--- src/rtl/pipeline_register.sv ---
// pipeline_register: elastic DEPTH-stage register slice with valid/ready
// handshake, bubble collapsing, synchronous flush and occupancy count.
module pipeline_register #(
   parameter int unsigned WIDTH = 16,
   parameter int unsigned DEPTH = 2
) (
   input  logic                         CLK,
   input  logic                         RST,
   input  logic                         FLUSH,
   input  logic [WIDTH-1:0]             in_data,
   input  logic                         in_valid,
   output logic                         in_ready,
   output logic [WIDTH-1:0]             out_data,
   output logic                         out_valid,
   input  logic                         out_ready,
   output logic [$clog2(DEPTH+1)-1:0]   occupancy
);

   localparam int unsigned OCC_W = $clog2(DEPTH + 1);

   logic [WIDTH-1:0] data_q [DEPTH];
   logic [DEPTH-1:0] valid_q;
   logic [OCC_W-1:0] occ_q;

   // rdy[i]: stage i may load this cycle; rdy[DEPTH] is the consumer side
   logic [DEPTH:0]   rdy;
   logic             in_xfer;
   logic             out_xfer;

   // Backward ready chain: an empty stage always accepts, a full one only if it drains
   always_comb begin
      rdy        = '0;
      rdy[DEPTH] = out_ready & ~FLUSH;
      for (int i = int'(DEPTH) - 1; i >= 0; i--) begin
         rdy[i] = ~valid_q[i] | rdy[i+1];
      end
      in_ready  = rdy[0] & ~FLUSH & ~RST;
      out_valid = valid_q[DEPTH-1] & ~FLUSH & ~RST;
      out_data  = data_q[DEPTH-1];
      in_xfer   = in_valid & in_ready;
      out_xfer  = out_valid & out_ready;
   end

   // Stage registers: each stage loads from its upstream neighbour when ready, else holds
   always_ff @(posedge CLK) begin
      if (RST) begin
         valid_q <= '0;
         for (int i = 0; i < int'(DEPTH); i++) begin
            data_q[i] <= '0;
         end
      end else if (FLUSH) begin
         valid_q <= '0;
      end else begin
         if (rdy[0]) begin
            valid_q[0] <= in_valid;
            data_q[0]  <= in_data;
         end
         for (int i = 1; i < int'(DEPTH); i++) begin
            if (rdy[i]) begin
               valid_q[i] <= valid_q[i-1];
               data_q[i]  <= data_q[i-1];
            end
         end
      end
   end

   // Occupancy tracks accepted-minus-delivered entries
   always_ff @(posedge CLK) begin
      if (RST || FLUSH) begin
         occ_q <= '0;
      end else begin
         case ({in_xfer, out_xfer})
            2'b10:   occ_q <= occ_q + OCC_W'(1);
            2'b01:   occ_q <= occ_q - OCC_W'(1);
            default: occ_q <= occ_q;
         endcase
      end
   end

   assign occupancy = occ_q;

endmodule

--- config.mk ---
export PLATFORM = sky130hd
export DESIGN_NAME = pipeline_register
export DESIGN_NICKNAME = d
export VERILOG_FILES = /design/src/rtl/pipeline_register.sv
export SDC_FILE = /design/constraint.sdc
export NUM_CORES = 1
export LEC_CHECK = 0
export BUFFER_PORTS_ARGS = -buffer_cell sky130_fd_sc_hd__clkbuf_2
export CAP_MARGIN = 20
export CORE_UTILIZATION = 55
export CTS_CLUSTER_DIAMETER = 120
export CTS_CLUSTER_SIZE = 24
export DETAILED_ROUTE_END_ITERATION = 8
export HOLD_SLACK_MARGIN = 0.08
export PLACE_DENSITY = 0.93
export SYNTH_ARGS = -nofsm -noshare
export SYNTH_HDL_FRONTEND = slang
export SYNTH_SLANG_ARGS = --single-unit
--- constraint.sdc ---
create_clock -name CLK -period 3.4 [get_ports CLK]
set_input_delay 0.68 -clock CLK [delete_from_list [all_inputs] [get_ports CLK]]
set_output_delay 0.68 -clock CLK [all_outputs]
set_load 0.02 [all_outputs]
Yosys cells after proc, flatten, opt, wreduce, memory -nomap -nowiden
Memory sizes are Yosys's and may differ from the RTL's.
Index checks and enable logic that the tools add are counted.
Operators by class
  add/sub/neg operators: 2
  eq/ne operators: 2
  mux-type cells: 13
  bitwise gates (word level): 15
  reductions and logical operators: 3
Operators with widths (count)
  two-way mux 16 bit: 2
  two-way mux 1 bit: 10
  bitwise AND 1 bit: 7
  NOT 1 bit: 4
  bitwise OR 1 bit: 4
  one-hot mux 2 bit (2 select lines): 1
  adder 2 x 1 -> 2 bit (second input constant): 1
  == test 2 x 1 -> 1 bit (second input constant): 1
  == test 2 bit (second input constant): 1
  nonzero test 2 bit: 1
  OR reduction 2 bit: 1
  subtractor 2 x 1 -> 2 bit (second input constant): 1
  logical OR 1 bit: 1
Storage, ports and cells
  register bits: 4
  bits in writable memories: 32
  output and inout port bits: 20
  logic and storage cells: 39
  memories kept: 1
Memory list
  data_q: depth 2, bits a word 16, read ports 2, clocked after Yosys merged registers in 0, wr ports 2, RTL line 21  | logic [WIDTH-1:0] data_q [DEPTH];

Depth between registers and ports, before layout
Gate-level depths: netlist of run 1.
  word-level depth: 9
  depth in mapped cells: 6
  gate-level depth less buffers: 6

Worst setup path before layout of run 1
No wires, ideal clock.
  kind: input to register
  start: input port out_ready
  end: memory data_q[0][0] (enable)
  library setup time: 0.392 ns
  arrival: 1.712 ns
  required time: 3.008 ns
  path slack: 1.295 ns
  stages: 2
  cells stage by stage: and3b_2 > o21bai_1
RTL lines
  from (decl): RTL line 15  | input logic out_ready,
  to (decl): RTL line 21

Final worst setup path of run 1
  start: input port RST
  end: output port out_valid
On the way
  longest elaborated chain between the ends: 2
RTL lines
  from (decl): RTL line 8  | input logic RST,
  NOT 1 bit: RTL line 38  | out_valid = valid_q[DEPTH-1] & ~FLUSH & ~RST;
  bitwise AND 1 bit: RTL line 38
  to (decl): RTL line 14  | output logic out_valid,
Every way passes these cells.

==> results of run 1 <==
synthesized netlist by cell type, drive strengths merged:
library cell / n / area (µm²)
a21boi: 1 / 7.51
and2: 33 / 221
and2b: 1 / 8.76
and3: 1 / 7.51
and3b: 1 / 10.0
buf: 19 / 154
dfxtp: 4 / 80.1
edfxtp: 32 / 961
ha: 1 / 12.5
nand3b: 1 / 7.51
nor2: 1 / 3.75
nor3: 2 / 21.3
o21a: 2 / 15.0
o21ai: 1 / 5.00
o21bai: 2 / 15.0
or3: 1 / 6.26
xnor2: 1 / 8.76
xor2: 1 / 8.76
through the flow:
stage | setup slack [ns] | instances | total power (W) | cell area [µm²]
floorplan | 1.30 | 105 | 0.000593 | 1550
global placement | 1.34 | 159 | 0.000602 | 1660
detailed placement | 1.11 | 159 | 0.000609 | 1660
CTS | 1.25 | 167 | 0.000829 | 1720
global route | 1.15 | 167 | 0.000853 | 1720
finish | 1.24 | 167 | 0.000822 | 1720
critical path: cells and delay by family:
family / cells / cell delay [ns]
buf+inv: 2 / 0.30
simple gates: 2 / 0.50
registers in the layout, indices dropped and copies added (netlist names):
register   count
valid_q        2
occupancy      2
data_q        32
cell type report:
| cell class | count | area, µm² |
|---|---|---|
| Tap cell | 30 | 37.5 |
| Multi-Input combinational cell | 50 | 359 |
| Fill cell | 191 | 848 |
| Sequential cell | 36 | 1040 |
| Clock inverter | 1 | 3.75 |
| Timing Repair Buffer | 43 | 223 |
| Clock buffer | 7 | 55.1 |
final timing paths:
| check | start | depth (start not counted) | to |
|---|---|---|---|
| max | RST | 4 | out_valid |
| min | data_q[0][4] | 1 | data_q[0][20] |
| max reg2reg | valid_q[1] | 5 | occupancy[1] |
| min reg2reg | data_q[0][4] | 1 | data_q[0][20] |
routing by layer:
layer | up-vias | global-route usage, %
met5 | - | 0
met4 | 0 | 10.0
met3 | 10 | 5.74
met2 | 49 | 27.7
met1 | 383 | 16.0
li1 | 408 | -
cells in the final DEF, fill, tap and decap left out, drive strengths merged:
cell | netlist | routed
clkinv | 0 | 1
a21boi | 1 | 1
nand3b | 1 | 1
o21ai | 1 | 1
or3 | 1 | 1
nor3 | 2 | 2
edfxtp | 32 | 32
xnor2 | 1 | 1
xor2 | 1 | 1
buf | 19 | 3
and3 | 1 | 1
and2 | 33 | 33
o21a | 2 | 2
o21bai | 2 | 2
ha | 1 | 1
clkbuf | 0 | 47
and2b | 1 | 1
and3b | 1 | 1
dfxtp | 4 | 4
nor2 | 1 | 1
kinds of logic after synthesis:
logic type | share of synthesized area, %
AND/OR/NAND/NOR | 18.4
flip-flops | 67.0
buffers and inverters | 9.90
AO/OA/AOI/OAI | 2.74
XOR/XNOR | 1.13
adder cells (fa/ha/maj) | 0.805
power breakdown:
part            total, W  internal, W  leakage [nW]  switching [W]
logic          0.0000762    0.0000311         0.341      0.0000450
clock network   0.000226    0.0000991        0.0329       0.000127
registers       0.000520     0.000513         0.381     0.00000729
total           0.000822     0.000643         0.755       0.000179
==> impl_metrics.json, run 1 <==
{
  "status": "finished clean",
  "routed-wl-met2_um": 1050,
  "cp_max_fo": 6,
  "cp_cell_sequence": "clkbuf_2, nor2_1, and2_1, clkbuf_2",
  "rows": 18,
  "die_area_um2": 3040,
  "crit_arrival_ns": 1.48,
  "holdWs_ns": 0.515,
  "syn_nets": 127,
  "setup_tns_ns": 0,
  "finalClockSkew_ns": 0.00966,
  "holdBufCountCts": 0,
  "via_count": 850,
  "core_area_um2": 2570,
  "portBuffers": 40,
  "fin_nets": 158,
  "cts.sinks": 36,
  "yosysSeqAreaShare_pct": 67.0,
  "ant_nets": 0,
  "detail_route.first_pass.iterations": 4,
  "worst_hold_path_type": "reg2reg",
  "end_kind": "output pin",
  "setup_viol": 0,
  "ys_warn_count": 0,
  "max_stage_delay_ns": 0.31,
  "highest_layer": "met4",
  "syn-instance-count": 105,
  "tritoncts": "yes",
  "die_w_um": 55.2,
  "rsz0062_at_grt": "false",
  "antennaDiodeCount": 0,
  "grt_pass1_vias": 729,
  "dp.final_hpwl_um": 1650,
  "clock_latency_ns": 0.33,
  "power.static_leakage_nw": 0.755,
  "final-hold-violation-count": 0,
  "post_cts_resized": 0,
  "cts_made_buffers": 5,
  "worstSetupPathType": "in2out",
  "ys_ff_latch": 36,
  "vdd_drop_max_uv": 317,
  "drt-wirelength-per-cell_um": 12.6,
  "clockBufferDepth": 2,
  "antenna_found_initial": 0,
  "final_core_util_pct": 67.0,
  "grt-ovfl-total": 0,
  "htreeDepth": 2,
  "cpMostUsedCell": "clkbuf_2",
  "slew-limit-headroom_pct": 76.9,
  "cts-root-buf": "clkbuf_4",
  "gp_congestion": 0.658,
  "fmax_mhz": 463,
  "r2r_slack_ns": 1.66,
  "area_growth_pct": 10.6,
  "drive_gt1_share_pct": 47.4,
  "post-route-period-util_pct": 63.5,
  "grt_pass1_wl_um": 3040,
  "routed_via_density": 5.09,
  "grt_max_degree": 33,
  "drtIter0Drc": 16,
  "cp_slowest_cell": "nor2_1",
  "io-pin-count": 41,
  "cp.required_ns": 2.72,
  "drc": 0,
  "route.met3.wl_um": 179,
  "start_util_pct": 60.5,
  "cts_setup_buffers": 0,
  "synth.distinct_cells": 21,
  "syn_area_per_cell_um2": 14.8,
  "finalWorstPathRequiredPeriod_ns": 2.16,
  "clk_pin_slew_ns": 0.10,
  "die_height_um": 55.2,
  "synth_area_um2": 1550,
  "cp-start-kind": "primary input",
  "worst_pin_slew_ns": 0.345,
  "power_density_nw_per_um2": 478,
  "m1WireLength_um": 801,
  "drv_slew": 0,
  "maxCapViolations": 0,
  "finalWirelength_um": 2100,
  "grt_use_total_pct": 15.9
}
(Power assumes the default switching activity.)
==> inputs of run 2 (changes only) <==
--- a/config.mk
+++ b/config.mk
@@ -5,14 +5,15 @@
 export SDC_FILE = /design/constraint.sdc
 export NUM_CORES = 1
 export LEC_CHECK = 0
+export ABC_AREA = 1
 export BUFFER_PORTS_ARGS = -buffer_cell sky130_fd_sc_hd__clkbuf_2
 export CAP_MARGIN = 20
-export CORE_UTILIZATION = 55
+export CORE_UTILIZATION = 52
 export CTS_CLUSTER_DIAMETER = 120
 export CTS_CLUSTER_SIZE = 24
 export DETAILED_ROUTE_END_ITERATION = 8
 export HOLD_SLACK_MARGIN = 0.08
-export PLACE_DENSITY = 0.93
+export PLACE_DENSITY = 0.88
 export SYNTH_ARGS = -nofsm -noshare
 export SYNTH_HDL_FRONTEND = slang
 export SYNTH_SLANG_ARGS = --single-unit
==> constraint.sdc (replaced) <==
create_clock -name CLK -period 2 [get_ports CLK]
set_input_delay 0.4 -clock CLK [delete_from_list [all_inputs] [get_ports CLK]]
set_output_delay 0.4 -clock CLK [all_outputs]
set_load 0.02 [all_outputs]
==> run 2 against run 1 <==
Net effect:
- the flow now finishes with violations (DRC)
- core utilization down 5.0 points
- sequential share of layout area is 1.7 points lower
- clock power increased by 59%
- register-to-register slack worse by 1.1 ns
- worst setup slack worse by 0.91 ns
- non-clock buffer count did not move
- global-route usage down 0.54 points
- via count is 12% higher
- final cell count increased by 30%
- clock-buffer cell count is 2 lower
- combinational power is 93% higher
- clock skew shrank 0.00089 ns
- critical endpoint is now in_ready
==> impl_metrics.json, run 2 <==
{
  "final-hold-violation-count": 0,
  "antenna_found_initial": 0,
  "final_cell_mix": "inv_1 (40), clkbuf_2 (40), nor2_1 (37)",
  "start_util_pct": 56.4,
  "dp.final_hpwl_um": 1630,
  "fin_nets": 207,
  "reg2reg_depth": 10,
  "portBuffers": 40,
  "yosys.area.top_type_share_pct": 59.7,
  "grt-ovfl-total": 0,
  "layout_setup_ws_ns": 0.333,
  "setup_viol": 0,
  "syn_nets": 176,
  "finalWirelength_um": 2190,
  "cp-start-kind": "register",
  "cts_setup_buffers": 0,
  "finalClockSkew_ns": 0.00876,
  "endpoint": "in_ready",
  "clock_latency_ns": 0.33,
  "post_cts_resized": 0,
  "crit_start": "valid_q[1]",
  "cts-root-buf": "clkbuf_4",
  "via_count": 955,
  "yosys.area.top_type": "edfxtp_1",
  "grt_pass1_vias": 872,
  "holdBufCountCts": 0,
  "ant_nets": 0,
  "rows": 19,
  "synth_area_um2": 1610,
  "tritoncts": "yes",
  "syn-instance-count": 154,
  "finalWorstPathRequiredPeriod_ns": 1.67,
  "clockBufferDepth": 2,
  "synth_edf_count": 32,
  "synth_commonest_cells": "inv_1 (40), nor2_1 (37), edfxtp_1 (32)",
  "cts.sinks": 36,
  "drive_gt1_share_pct": 29.6,
  "post-synth-top-count-cell": "inv_1",
  "drt-wirelength-per-cell_um": 10.1,
  "detail_route.first_pass.iterations": 6,
  "die_area_um2": 3320,
  "n_fill_cell": 257,
  "crit_arrival_ns": 1.27,
  "grt_max_degree": 21,
  "pre_cts_ws_ns": 0.298,
  "die_w_um": 57.6,
  "ys_async_sr_fraction_pct": 0,
  "synth.area.top_cells": "edfxtp_1 (60%), inv_1 (9.3%), nor2_1 (8.6%), buf_4 (7.5%), dfxtp_1 (5.0%)",
  "p_total_w": 0.00139,
  "slew-limit-headroom_pct": 86.1,
  "drtIter0Drc": 27,
  "cts_made_buffers": 5,
  "place_inst": 209,
  "antennaDiodeCount": 0,
  "rsz0062_at_grt": "false",
  "drv_slew": 0,
  "cp_max_fo": 15,
  "maxCapViolations": 0,
  "vdd_drop_max_uv": 578,
  "end_kind": "output pin",
  "worst_pin_slew_ns": 0.209,
  "grt_use_total_pct": 15.4,
  "r2r_start": "valid_q[1]",
  "routed_via_density": 4.40,
  "status": "finished with violations",
  "yosys_most_used_dff": "edfxtp_1",
  "die_height_um": 57.6,
  "htreeDepth": 2,
  "syn_area_per_cell_um2": 10.4,
  "ys_ff_latch": 36,
  "worst_hold_path_type": "in2reg",
  "largest_reg_flops": 32,
  "r2r_slack_ns": 0.53,
  "grt_pass1_wl_um": 3620,
  "holdWs_ns": 0.289,
  "ys_warn_count": 0,
  "setup_tns_ns": 0,
  "regMostFlops": "data_q",
  "violations": "DRC",
  "io-pin-count": 41,
  "gp_congestion": 0.697,
  "hold_depth": 3,
  "core_area_um2": 2850,
  "fmax_mhz": 600,
  "power.static_leakage_nw": 0.890,
  "post-route-period-util_pct": 83.3,
  "area_growth_pct": 9.88,
  "r2r_end": "occupancy[1]",
  "power_density_nw_per_um2": 786,
  "yosysSeqAreaShare_pct": 64.7,
  "cp.required_ns": 1.60,
  "drc": 4,
  "fin_cells": 217,
  "synth.distinct_cells": 17,
  "clk_pin_slew_ns": 0.11,
  "worstSetupPathType": "reg2out"
}
## run 2: cell type report
class                      instances  area [µm²]  share of cell area, %
multi-input combinational         58         260                   14.7
tap                               31        38.8                   2.19
sequential                        36        1040                   58.9
timing repair buffer              43         223                   12.6
inverter                          41         154                   8.70
clock buffer                       5        37.5                   2.12
clock inverter                     3        13.8                  0.778
## run 2: how the worst min path moves through the flow
stage / start / to / slack [ns]
global route: in_valid / valid_q[0] / 0.29
global placement: valid_q[0] / valid_q[1] / 0.46
floorplan: valid_q[0] / valid_q[1] / 0.44
finish: in_valid / valid_q[0] / 0.29
CTS: in_valid / valid_q[0] / 0.27
detailed placement: valid_q[0] / valid_q[1] / 0.48
## run 2: through the flow
stage	util [%]	instance area, µm²
floorplan	-	1610
global placement	60.2	1720
detailed placement	60.2	1720
CTS	62.0	1770
global route	62.0	1770
finish	62.0	1770
## run 2: critical path: stages (launching register included)
cell      delay (ns)
dfxtp_1         0.41
nand3_2         0.13
nand2_4         0.17
inv_1           0.07
clkbuf_2        0.16
## run 2: metal layers
layer	share of wire [%]	GRT usage (%)	up-vias	wire length [µm]
met2	46	24.4	42	998
li1	-	-	511	-
met4	2.1	8.36	0	46
met3	9.1	7.81	6	200
met5	0	0	-	0
met1	43	16.8	396	947
## run 2: cells by family after synthesis
group                      count (synthesis)  synth area share [%]
buffers and inverters                     60                  19.1
and+or+nand+nor                           53                  14.2
AOI/OAI and AO/OA                          4                  1.24
adders and majority gates                  1                 0.777
DFF                                       36                  64.7
## run 2: power by group
| part | switching [W] | internal (W) | leakage, nW | total [W] |
|---|---|---|---|---|
| registers | 0.0000126 | 0.000870 | 0.378 | 0.000882 |
| logic | 0.0000962 | 0.0000504 | 0.479 | 0.000147 |
| clock network | 0.000232 | 0.000129 | 0.0324 | 0.000360 |
